### src/rtl/led_display_frame_reader_pkg.sv
// Shared types and geometry for the LED panel frame reader.
package led_display_package;

  localparam int NUM_ROWS   = 32;
  localparam int NUM_COLS   = 64;
  localparam int SCAN_ROWS  = NUM_ROWS / 2;
  localparam int RAM_ADDR_W = 16;
  localparam int ROW_ADDR_W = $clog2(SCAN_ROWS);
  // One read slot per pixel of a scan row pair (top and bottom interleaved).
  localparam int SLOT_W     = $clog2(2 * NUM_COLS);

  typedef struct packed {
    logic [7:0] r;
    logic [7:0] g;
    logic [7:0] b;
  } pixel_t;

  typedef struct packed {
    logic [NUM_COLS-1:0] red_top;
    logic [NUM_COLS-1:0] green_top;
    logic [NUM_COLS-1:0] blue_top;
    logic [NUM_COLS-1:0] red_bot;
    logic [NUM_COLS-1:0] green_bot;
    logic [NUM_COLS-1:0] blue_bot;
  } rgb_row_t;

  typedef enum logic [1:0] {
    ST_IDLE,
    ST_FETCH,
    ST_DRAIN,
    ST_DONE
  } frame_reader_state_t;

endpackage

### src/rtl/led_display_pwm_compare.sv
// Turns one RGB888 pixel into three on/off bits for the current PWM level.
module led_display_pwm_compare
  import led_display_package::*;
#(
  parameter int PWM_BITS = 4
) (
  input  pixel_t              pixel_in,
  input  logic [PWM_BITS-1:0] pwm_level_in,
  output logic [2:0]          rgb_bits_out
);

  logic [7:0] r_msb;
  logic [7:0] g_msb;
  logic [7:0] b_msb;

  // Only the top PWM_BITS of each channel take part; shifting keeps the compare unsigned.
  always_comb begin
    r_msb = pixel_in.r >> (8 - PWM_BITS);
    g_msb = pixel_in.g >> (8 - PWM_BITS);
    b_msb = pixel_in.b >> (8 - PWM_BITS);
    rgb_bits_out[2] = r_msb > 8'(pwm_level_in);
    rgb_bits_out[1] = g_msb > 8'(pwm_level_in);
    rgb_bits_out[0] = b_msb > 8'(pwm_level_in);
  end

endmodule

### src/rtl/led_display_frame_reader.sv
// Scans frame RAM into top/bottom half-row bit vectors and offers them on valid/ready,
// prefetching the next row into a build register while the presented row waits.
module led_display_frame_reader
  import led_display_package::*;
#(
  parameter int PWM_BITS = 4
) (
  input  logic                  clk_in,
  input  logic                  n_reset_in,
  input  logic                  enable_in,
  output logic                  ram_enable_out,
  output logic [RAM_ADDR_W-1:0] ram_addr_out,
  input  logic [23:0]           ram_data_in,
  output rgb_row_t              row_out,
  output logic                  row_valid_out,
  input  logic                  row_ready_in,
  output logic [ROW_ADDR_W-1:0] row_address_out,
  output logic                  frame_start_out
);

  localparam logic [SLOT_W-1:0]     LAST_SLOT = SLOT_W'(2 * NUM_COLS - 1);
  localparam logic [ROW_ADDR_W-1:0] LAST_ROW  = ROW_ADDR_W'(SCAN_ROWS - 1);

  frame_reader_state_t   state_q, state_d;
  logic [SLOT_W-1:0]     rd_idx_q, rd_idx_d;
  logic                  rd_vld_q, rd_vld_d;
  logic [SLOT_W-1:0]     rd_slot_q, rd_slot_d;
  logic [ROW_ADDR_W-1:0] fetch_row_q, fetch_row_d;
  logic [PWM_BITS-1:0]   pwm_level_q, pwm_level_d;
  rgb_row_t              build_q, build_d;
  rgb_row_t              out_row_q, out_row_d;
  logic [ROW_ADDR_W-1:0] out_addr_q, out_addr_d;
  logic                  out_vld_q, out_vld_d;

  logic [2:0]            top_bits;
  logic [2:0]            bot_bits;
  logic                  transfer;
  logic                  handoff;
  logic [RAM_ADDR_W-1:0] ram_y;
  logic [NUM_COLS == 1 ? 0 : $clog2(NUM_COLS)-1:0] wr_col;

  led_display_pwm_compare #(.PWM_BITS(PWM_BITS)) u_cmp_top (
    .pixel_in     (pixel_t'(ram_data_in)),
    .pwm_level_in (pwm_level_q),
    .rgb_bits_out (top_bits)
  );

  led_display_pwm_compare #(.PWM_BITS(PWM_BITS)) u_cmp_bot (
    .pixel_in     (pixel_t'(ram_data_in)),
    .pwm_level_in (pwm_level_q),
    .rgb_bits_out (bot_bits)
  );

  // RAM address: even slots read the top half, odd slots the matching bottom-half row.
  always_comb begin
    ram_enable_out = (state_q == ST_FETCH);
    ram_y = RAM_ADDR_W'(fetch_row_q) + (rd_idx_q[0] ? RAM_ADDR_W'(SCAN_ROWS) : '0);
    ram_addr_out = '0;
    if (ram_enable_out) begin
      ram_addr_out = ram_y * RAM_ADDR_W'(NUM_COLS) + RAM_ADDR_W'(rd_idx_q[SLOT_W-1:1]);
    end
  end

  // Row interface driven straight from the output register.
  always_comb begin
    row_out         = out_row_q;
    row_valid_out   = out_vld_q;
    row_address_out = out_addr_q;
    transfer        = out_vld_q & row_ready_in;
    frame_start_out = transfer & (out_addr_q == '0);
    handoff         = (state_q == ST_DONE) & (~out_vld_q | transfer);
    wr_col          = rd_slot_q[SLOT_W-1:1];
  end

  // Fetch sequencing, build assembly and build-to-output handoff.
  always_comb begin
    state_d     = state_q;
    rd_idx_d    = rd_idx_q;
    rd_vld_d    = 1'b0;
    rd_slot_d   = rd_slot_q;
    fetch_row_d = fetch_row_q;
    pwm_level_d = pwm_level_q;
    build_d     = build_q;
    out_row_d   = out_row_q;
    out_addr_d  = out_addr_q;
    out_vld_d   = out_vld_q;

    // Read data lands one clock after its address; place it at its column.
    if (rd_vld_q) begin
      if (rd_slot_q[0]) begin
        build_d.red_bot[wr_col]   = bot_bits[2];
        build_d.green_bot[wr_col] = bot_bits[1];
        build_d.blue_bot[wr_col]  = bot_bits[0];
      end else begin
        build_d.red_top[wr_col]   = top_bits[2];
        build_d.green_top[wr_col] = top_bits[1];
        build_d.blue_top[wr_col]  = top_bits[0];
      end
    end

    if (transfer) begin
      out_vld_d = 1'b0;
    end

    case (state_q)
      ST_IDLE: begin
        if (enable_in) begin
          state_d  = ST_FETCH;
          rd_idx_d = '0;
        end
      end
      ST_FETCH: begin
        rd_vld_d  = 1'b1;
        rd_slot_d = rd_idx_q;
        rd_idx_d  = rd_idx_q + SLOT_W'(1);
        if (rd_idx_q == LAST_SLOT) begin
          state_d = ST_DRAIN;
        end
      end
      ST_DRAIN: begin
        state_d = ST_DONE;
        // The last read is compared at the old level, so the whole frame shares one level.
        if (fetch_row_q == LAST_ROW) begin
          pwm_level_d = pwm_level_q + PWM_BITS'(1);
        end
      end
      ST_DONE: begin
        if (handoff) begin
          state_d     = ST_IDLE;
          fetch_row_d = fetch_row_q + ROW_ADDR_W'(1);
          out_row_d   = build_q;
          out_addr_d  = fetch_row_q;
          out_vld_d   = 1'b1;
        end
      end
      default: state_d = ST_IDLE;
    endcase
  end

  // State and data registers; reset returns everything to an empty, idle reader.
  always_ff @(posedge clk_in or negedge n_reset_in) begin
    if (!n_reset_in) begin
      state_q     <= ST_IDLE;
      rd_idx_q    <= '0;
      rd_vld_q    <= 1'b0;
      rd_slot_q   <= '0;
      fetch_row_q <= '0;
      pwm_level_q <= '0;
      build_q     <= '0;
      out_row_q   <= '0;
      out_addr_q  <= '0;
      out_vld_q   <= 1'b0;
    end else begin
      state_q     <= state_d;
      rd_idx_q    <= rd_idx_d;
      rd_vld_q    <= rd_vld_d;
      rd_slot_q   <= rd_slot_d;
      fetch_row_q <= fetch_row_d;
      pwm_level_q <= pwm_level_d;
      build_q     <= build_d;
      out_row_q   <= out_row_d;
      out_addr_q  <= out_addr_d;
      out_vld_q   <= out_vld_d;
    end
  end

endmodule

### config.mk
export PLATFORM = sky130hd
export DESIGN_NAME = led_display_frame_reader
export DESIGN_NICKNAME = d
export VERILOG_FILES = /design/src/rtl/led_display_frame_reader_pkg.sv /design/src/rtl/led_display_pwm_compare.sv /design/src/rtl/led_display_frame_reader.sv
export SDC_FILE = /design/constraint.sdc
export NUM_CORES = 1
export LEC_CHECK = 0
export ABC_AREA = 1
export BUFFER_PORTS_ARGS = -buffer_cell sky130_fd_sc_hd__buf_2
export CAP_MARGIN = 20
export CORE_MARGIN = 1
export CORE_UTILIZATION = 55
export DETAILED_ROUTE_END_ITERATION = 8
export PLACE_DENSITY = 0.78
export SLEW_MARGIN = 20
export SYNTH_ARGS = -nofsm -noshare
export SYNTH_HDL_FRONTEND = slang
export SYNTH_SLANG_ARGS = --single-unit
### constraint.sdc
create_clock -name clk_in -period 2.9 [get_ports clk_in]
set_input_delay 0.435 -clock clk_in [delete_from_list [all_inputs] [get_ports clk_in]]
set_output_delay 0.435 -clock clk_in [all_outputs]
set_load 0.01 [all_outputs]
==> flow_metrics.env, run 1 <==
export IMPL_wl_per_cell_microns=18.9
export IMPL_vias_per_cell=5.35
export IMPL_max_slew_margin=0.405
export IMPL_setup_violations_final=0
export IMPL_grt_pass1_vias=22990
export IMPL_drive_above_1_share=0.167
export IMPL_yosysSeqAreaShare=0.661
export IMPL_cp_common_cell="inv_1"
export IMPL_synth_mux_area_frac=0
export IMPL_crit_slowest_cell="ha_1"
export IMPL_fp_coreArea_sq_um=54000
export IMPL_num_nets_final=3709
export IMPL_hold_start="enable_in"
export IMPL_grt_overflow_total=0
export IMPL_ant_nets=0
export IMPL_whs_ns=0.159
export IMPL_slew_viol_final=0
export IMPL_worst_path_buf_inv=4
export IMPL_grt_max_degree=177
export IMPL_hpwl_microns=52500
export IMPL_syn_area_sq_um=30200
export IMPL_fin_setup_tns_ns=0
export IMPL_cts_buffers_inserted=81
export IMPL_worstMarginPinSlew_ns=0.893
export IMPL_area_growth_pct=19.4
export IMPL_synth_distinct_cells=23
export IMPL_ir_drop_v=0.000724
export IMPL_drtIter0Drc=1986
export IMPL_cts_htree_levels=3
export IMPL_clk_pin_slew_ns=0.06
export IMPL_row_count=85
export IMPL_synth_xor_area_share=0.00174
export IMPL_vias=23634
export IMPL_cap_violations=0
export IMPL_antenna_found_initial=1
export IMPL_start_util=0.559
export IMPL_synth_simple_gate_area_frac=0.230
export IMPL_hold_viol_final=0
export IMPL_synth_top_family_by_area="simple AND/OR/NAND/NOR gates"
export IMPL_root_buffer="clkbuf_16"
export IMPL_synthAdderAreaFrac=0.00787
export IMPL_fmax_ghz=0.374
export IMPL_n_fill_cell=4170
export IMPL_ios=435
export IMPL_clk_latency_ns=0.62
export IMPL_clockBufferDepth=3
export IMPL_routabilityCongestion=0.814
export IMPL_r2r_start="rd_slot_q[4]$_DFFE_PN0P_"
export IMPL_crit_chain="inv_1, ha_1, buf_4, nand2_1, inv_1, buf_2"
export IMPL_grtUsageTotal=0.304
export IMPL_rsz0062_at_grt="false"
export IMPL_crit_type="flop to output pin"
export IMPL_cp_slowest_stage_delay_ns=0.63
export IMPL_critPathLaunchType="flop"
export IMPL_ys_warn_count=0
export IMPL_grt_pass1_wl_microns=131000
export IMPL_p_per_area_nw_per_um2=1120
export IMPL_skew_ns=0.0150
export IMPL_die_x_microns=236
export IMPL_end_kind="output pin"
export IMPL_chipHeight_microns=236
export IMPL_fin_crit_sh=0.921
export IMPL_status="completed"
export IMPL_hold_path_class="primary input to flop"
export IMPL_crit_fanout=20
export IMPL_drc=0
export IMPL_cp_arrival_ns=2.24
export IMPL_postCtsResizedCells=0
export IMPL_io_buffers=417
export IMPL_synthCells=3257
export IMPL_p_leak_nw=19.1
export IMPL_wl_microns=83700
export IMPL_synth_compound_area_frac=0.0672
export IMPL_fin_crit_ns=2.67
export IMPL_first_pass_iters=5
export IMPL_die_area_sq_um=55800
export IMPL_cts_tree="done"
export IMPL_ys_ff_latch=798
export IMPL_crit_family="adder cells"
export IMPL_worstPathRequired_ns=2.47
export IMPL_avgSynthCellArea_sq_um=9.27
export IMPL_clkSinkCount=798
export IMPL_startpoint="state_q[1]$_DFFE_PN0P_"
-- layout make-up --
type / instances / area (sq um) / share of cell area
Inverter: 66 / 256 / 0.00711
Antenna cell: 1 / 2.50 / 0.0000694
Clock inverter: 29 / 362 / 0.0100
Sequential cell: 798 / 20000 / 0.554
Tap cell: 696 / 871 / 0.0241
Multi-Input combinational cell: 2239 / 9320 / 0.258
Clock buffer: 116 / 2450 / 0.0680
Timing Repair Buffer: 476 / 2830 / 0.0785
-- stage by stage --
step            util  worst slack [ns]  area (sq um)  total power (W)  instances
5_1_grt        0.667             0.117         36100           0.0426       4421
2_1_floorplan      -              1.00         30200           0.0233       3261
3_3_place_gp   0.615             0.875         33200           0.0290       4274
4_1_cts        0.667             0.251         36100           0.0404       4420
6_report       0.667             0.228         36100           0.0403       4421
3_5_place_dp   0.615             0.834         33200           0.0293       4274
-- layer usage --
layer  vias to the layer above  routed length [microns]  track usage
li1                      11066                        -            -
met1                     11528                    35900        0.426
met2                       882                    38400        0.461
met3                       158                     6580       0.0707
met4                         0                     2890        0.123
met5                         -                        0            0
-- Yosys cell counts --
library cell	instances	area, sq um
buf_4	16	120
o21a_1	1	7.51
xor2_1	6	52.6
nor2_4	1	11.3
o21ai_0	393	1970
nor3_1	1	5.00
inv_1	64	240
nand3_1	108	541
nand3_2	2	20.0
buf_1	7	26.3
a21oi_1	5	25.0
or2_2	1	6.26
conb_1	1	3.75
nand2_1	1656	6220
nor2_1	32	120
inv_2	2	7.51
nor2_2	2	12.5
buf_2	55	275
nand4_1	1	6.26
o21ai_1	6	30.0
ha_1	19	238
clkbuf_1	80	300
dfrtp_1	798	20000
-- logic make-up after synthesis --
group / count (synthesis)
buffers and inverters: 224
XOR/XNOR: 6
AO/OA/AOI/OAI: 405
flip-flops: 798
adder cells (fa/ha/maj): 19
AND/OR/NAND/NOR: 1804
other: 1
-- repair_timing --
item,4_1_cts,5_1_grt
setup buffers,0,0
hold buffers,1,0
endpoints found under the hold margin,34,0
-- worst register-to-register path: cells and delay by family (launching register included) --
kind | cells | cell delay [ns]
buffers and inverters | 2 | 0.72
AO/OA/AOI/OAI | 1 | 0.32
flip-flops | 1 | 0.45
AND/OR/NAND/NOR | 2 | 0.56
-- power by group --
group          internal, W  leakage [nW]  switching [W]
Sequential          0.0145          8.26        0.00218
Clock              0.00659          1.40        0.00433
Combinational      0.00438          9.46        0.00835
Total               0.0254          19.1         0.0149
-- path summary, 6_finish.rpt --
kind                                            endpoint  slack [ns]  cells past startpoint
worst min-delay path             rd_idx_q[1]$_DFFE_PN0P_        0.16                      4
max in group asynchronous       build_q[317]$_DFFE_PN0P_        1.53                      3
min in group asynchronous       row_out[351]$_DFFE_PN0P_        0.42                      2
worst max register to register  build_q[320]$_DFFE_PN0P_        0.76                      5
worst max-delay path                     ram_addr_out[8]        0.23                      6
worst min register to register    row_out[9]$_DFFE_PN0P_        0.46                      2
-- state kept, by name, summed over array words and instances, names as in the netlist --
name / cells
build_q: 384
rd_idx_q: 7
row_address_out: 4
row_out: 384
rd_slot_q: 7
pwm_level_q: 4
state_q: 2
rd_vld_q: 1
fetch_row_q: 4
row_valid_out: 1
-- placed cells by master, fill, tap and decap left out, types with 2 or more instances in the layout --
cell           n
dfrtp_1      798
buf_12        23
clkbuf_8      21
buf_4         35
nor2_4         3
nor2_1        32
buf_2        416
o21ai_1        6
o21ai_0      393
xor2_1         6
ha_1          19
inv_6          2
bufinv_16      8
clkbuf_16     85
nand2_1     1652
nand3_1      108
a21oi_1        5
nand2_4        4
conb_1         5
clkinvlp_4     2
clkbuf_1      10
clkinv_2      17
nand3_2        2
inv_1         64
No activity file was read; power rests on OpenSTA's default activity.
==> run 2: changes to the inputs <==
CTS_BUF_LIST = sky130_fd_sc_hd__clkbuf_16   (was default)
PLACE_DENSITY = 0.82   (was 0.78)
SYNTH_HIERARCHICAL = 1   (was default)
==> run 2 against run 1 <==
  * Critical path depth shrank 1
  * Combinational power hardly changed
  * Global-route usage decreased by 0.26 points
  * Register-to-register slack lost 0.25 ns
  * Via count increased by 4.0%
  * Synthesized cell count grew 2.0%
  * Wire length up 0.93%
  * Clock-buffer cell count shrank 35
==> flow_metrics.env, run 2 <==
export IMPL_status="completed"
export IMPL_fin_crit_sh=0.954
export IMPL_synth_commonest_cells="nand2_1 (1670), dfrtp_1 (798), o21ai_0 (424)"
export IMPL_io_buffers=417
export IMPL_fp_coreArea_sq_um=55000
export IMPL_clk_pin_slew_ns=0.06
export IMPL_clk_latency_ns=0.63
export IMPL_area_growth_pct=18.1
export IMPL_final_common_cell="nand2_1"
export IMPL_cts_tree="done"
export IMPL_skew_ns=0.0194
export IMPL_fin_ws_ns=0.134
export IMPL_die_area_sq_um=56500
export IMPL_vias=24574
export IMPL_hpwl_microns=53400
export IMPL_final_util=0.657
export IMPL_end_kind="output pin"
export IMPL_cp_arrival_ns=2.33
export IMPL_cts_buffers_inserted=80
export IMPL_chipHeight_microns=238
export IMPL_ir_drop_v=0.000813
export IMPL_power_total_w=0.0394
export IMPL_synth_top_area_share=0.653
export IMPL_fmax_ghz=0.362
export IMPL_grt_pass1_wl_microns=131000
export IMPL_wl_per_cell_microns=18.6
export IMPL_ant_nets=0
export IMPL_antenna_found_initial=0
export IMPL_p_per_area_nw_per_um2=1090
export IMPL_routabilityCongestion=0.836
export IMPL_cap_violations=0
export IMPL_critPathLaunchType="flop"
export IMPL_grt_overflow_total=0
export IMPL_drtIter0Drc=2184
export IMPL_grt_max_degree=193
export IMPL_synth_top_area_cell="dfrtp_1"
export IMPL_crit_type="flop to output pin"
export IMPL_synthCells=3321
export IMPL_place_ws_ns=0.552
export IMPL_fin_crit_ns=2.77
export IMPL_cts_htree_levels=3
export IMPL_num_nets_final=3798
export IMPL_synth_area_leaders="dfrtp_1 (65%), nand2_1 (21%), o21ai_0 (6.9%)"
export IMPL_layout_common_cells="nand2_1 (1669), dfrtp_1 (798), o21ai_0 (424), buf_2 (416), inv_1 (115)"
export IMPL_synth_ff_type="dfrtp_1"
export IMPL_grtUsageTotal=0.301
export IMPL_clkSinkCount=798
export IMPL_avgSynthCellArea_sq_um=9.21
export IMPL_hold_viol_final=0
export IMPL_crit_fanout=26
export IMPL_synth_distinct_cells=22
export IMPL_row_count=86
export IMPL_setup_violations_final=0
export IMPL_crit_chain="inv_1, ha_1, nand2_1, inv_1, buf_2"
export IMPL_clockBufferDepth=3
export IMPL_drc=0
export IMPL_worstMarginPinSlew_ns=1.21
export IMPL_start_util=0.556
export IMPL_ys_ff_latch=798
export IMPL_slew_viol_final=0
export IMPL_p_leak_nw=19.2
export IMPL_postCtsResizedCells=0
export IMPL_yosysSeqAreaShare=0.653
export IMPL_first_pass_iters=5
export IMPL_drive_above_1_share=0.159
export IMPL_hold_path_class="primary input to flop"
export IMPL_ios=435
export IMPL_synthArstFlopShare=1.00
export IMPL_syn_area_sq_um=30600
export IMPL_synth_most_common_cell="nand2_1"
export IMPL_fin_setup_tns_ns=0
export IMPL_die_x_microns=238
export IMPL_worstPathRequired_ns=2.47
export IMPL_cp_slowest_stage_delay_ns=0.70
export IMPL_ys_warn_count=6
export IMPL_vias_per_cell=5.41
export IMPL_root_buffer="clkbuf_16"
export IMPL_wl_microns=84500
export IMPL_crit_slowest_cell="ha_1"
export IMPL_max_slew_margin=0.196
export IMPL_grt_pass1_vias=23794
export IMPL_rsz0062_at_grt="false"
export IMPL_synth_edf_count=0
export IMPL_cp_common_cell="inv_1"
[run 2: cell count changes after synthesis, sizes merged, moves of 2 or more]
cell and change:
a21oi +10, buf +17, clkbuf -34, clkinv +2, ha +12, inv +44, nand2 +14, nand3 -66
nor2 +30, nor3 +8, o21ai +25
[run 2: what timing repair did]
action / in CTS / in global routing
endpoints found under the hold margin: 34 / 0
buffers inserted: 0 / 0
hold buffers: 1 / 0
[run 2: area by class of cell]
class	count	area (sq um)
sequential	798	20000
fill	4234	18900
multi-input combinational	2274	9500
timing repair buffer	473	2760
clock buffer	81	2030
tap	748	936
clock inverter	59	494
inverter	112	428
antenna	1	2.50
[run 2: final timing paths]
path	from	to	slack, ns	cells after the start
hold reg to reg	build_q[22]$_DFFE_PN0P_	row_out[22]$_DFFE_PN0P_	0.46	2
min in group asynchronous	n_reset_in	row_out[340]$_DFFE_PN0P_	0.35	2
setup / recovery	state_q[1]$_DFFE_PN0P_	ram_addr_out[10]	0.13	5
setup reg to reg	pwm_level_q[1]$_DFFE_PN0P_	build_q[226]$_DFFE_PN0P_	0.51	9
max in group asynchronous	n_reset_in	build_q[75]$_DFFE_PN0P_	1.50	3
hold / removal	row_ready_in	row_valid_out$_DFF_PN0_	0.22	4
[run 2: power by group]
| group | switching, W | internal, W | total, W |
|---|---|---|---|
| combinational | 0.00816 | 0.00438 | 0.0125 |
| sequential | 0.00231 | 0.0145 | 0.0168 |
| clock | 0.00432 | 0.00571 | 0.0100 |
[run 2: worst max-delay path: cells and delay by family, from the launching register on]
kind                     cells  cell delay (ns)
flip-flops                   1             0.41
buffers and inverters        3             0.34
AND/OR/NAND/NOR              1             0.25
adder cells (fa/ha/maj)      1             0.70
[run 2: routing by layer]
layer,up-vias,share of wire,wire length (microns),GRT usage
li1,11259,-,-,-
met1,12128,0.41,34900,0.408
met2,980,0.47,39500,0.472
met3,207,0.072,6070,0.0549
met4,0,0.049,4130,0.151
met5,-,0,0,0
[run 2: kinds of logic after synthesis]
family | synth area share
DFF | 0.653
and+or+nand+nor | 0.223
buffers and inverters | 0.0368
AOI/OAI and AO/OA | 0.0721
xor gates and xnor gates | 0.00172
adders and majority gates | 0.0127
other | 0.000123
[run 2: stage by stage]
stage | hold WS [ns] | cell area, sq um | instances
floorplan | 0.139 | 30600 | 3325
global placement | 0.393 | 33600 | 4404
detailed placement | 0.399 | 33600 | 4404
CTS | 0.176 | 36100 | 4545
global route | 0.230 | 36100 | 4545
finish | 0.219 | 36100 | 4546
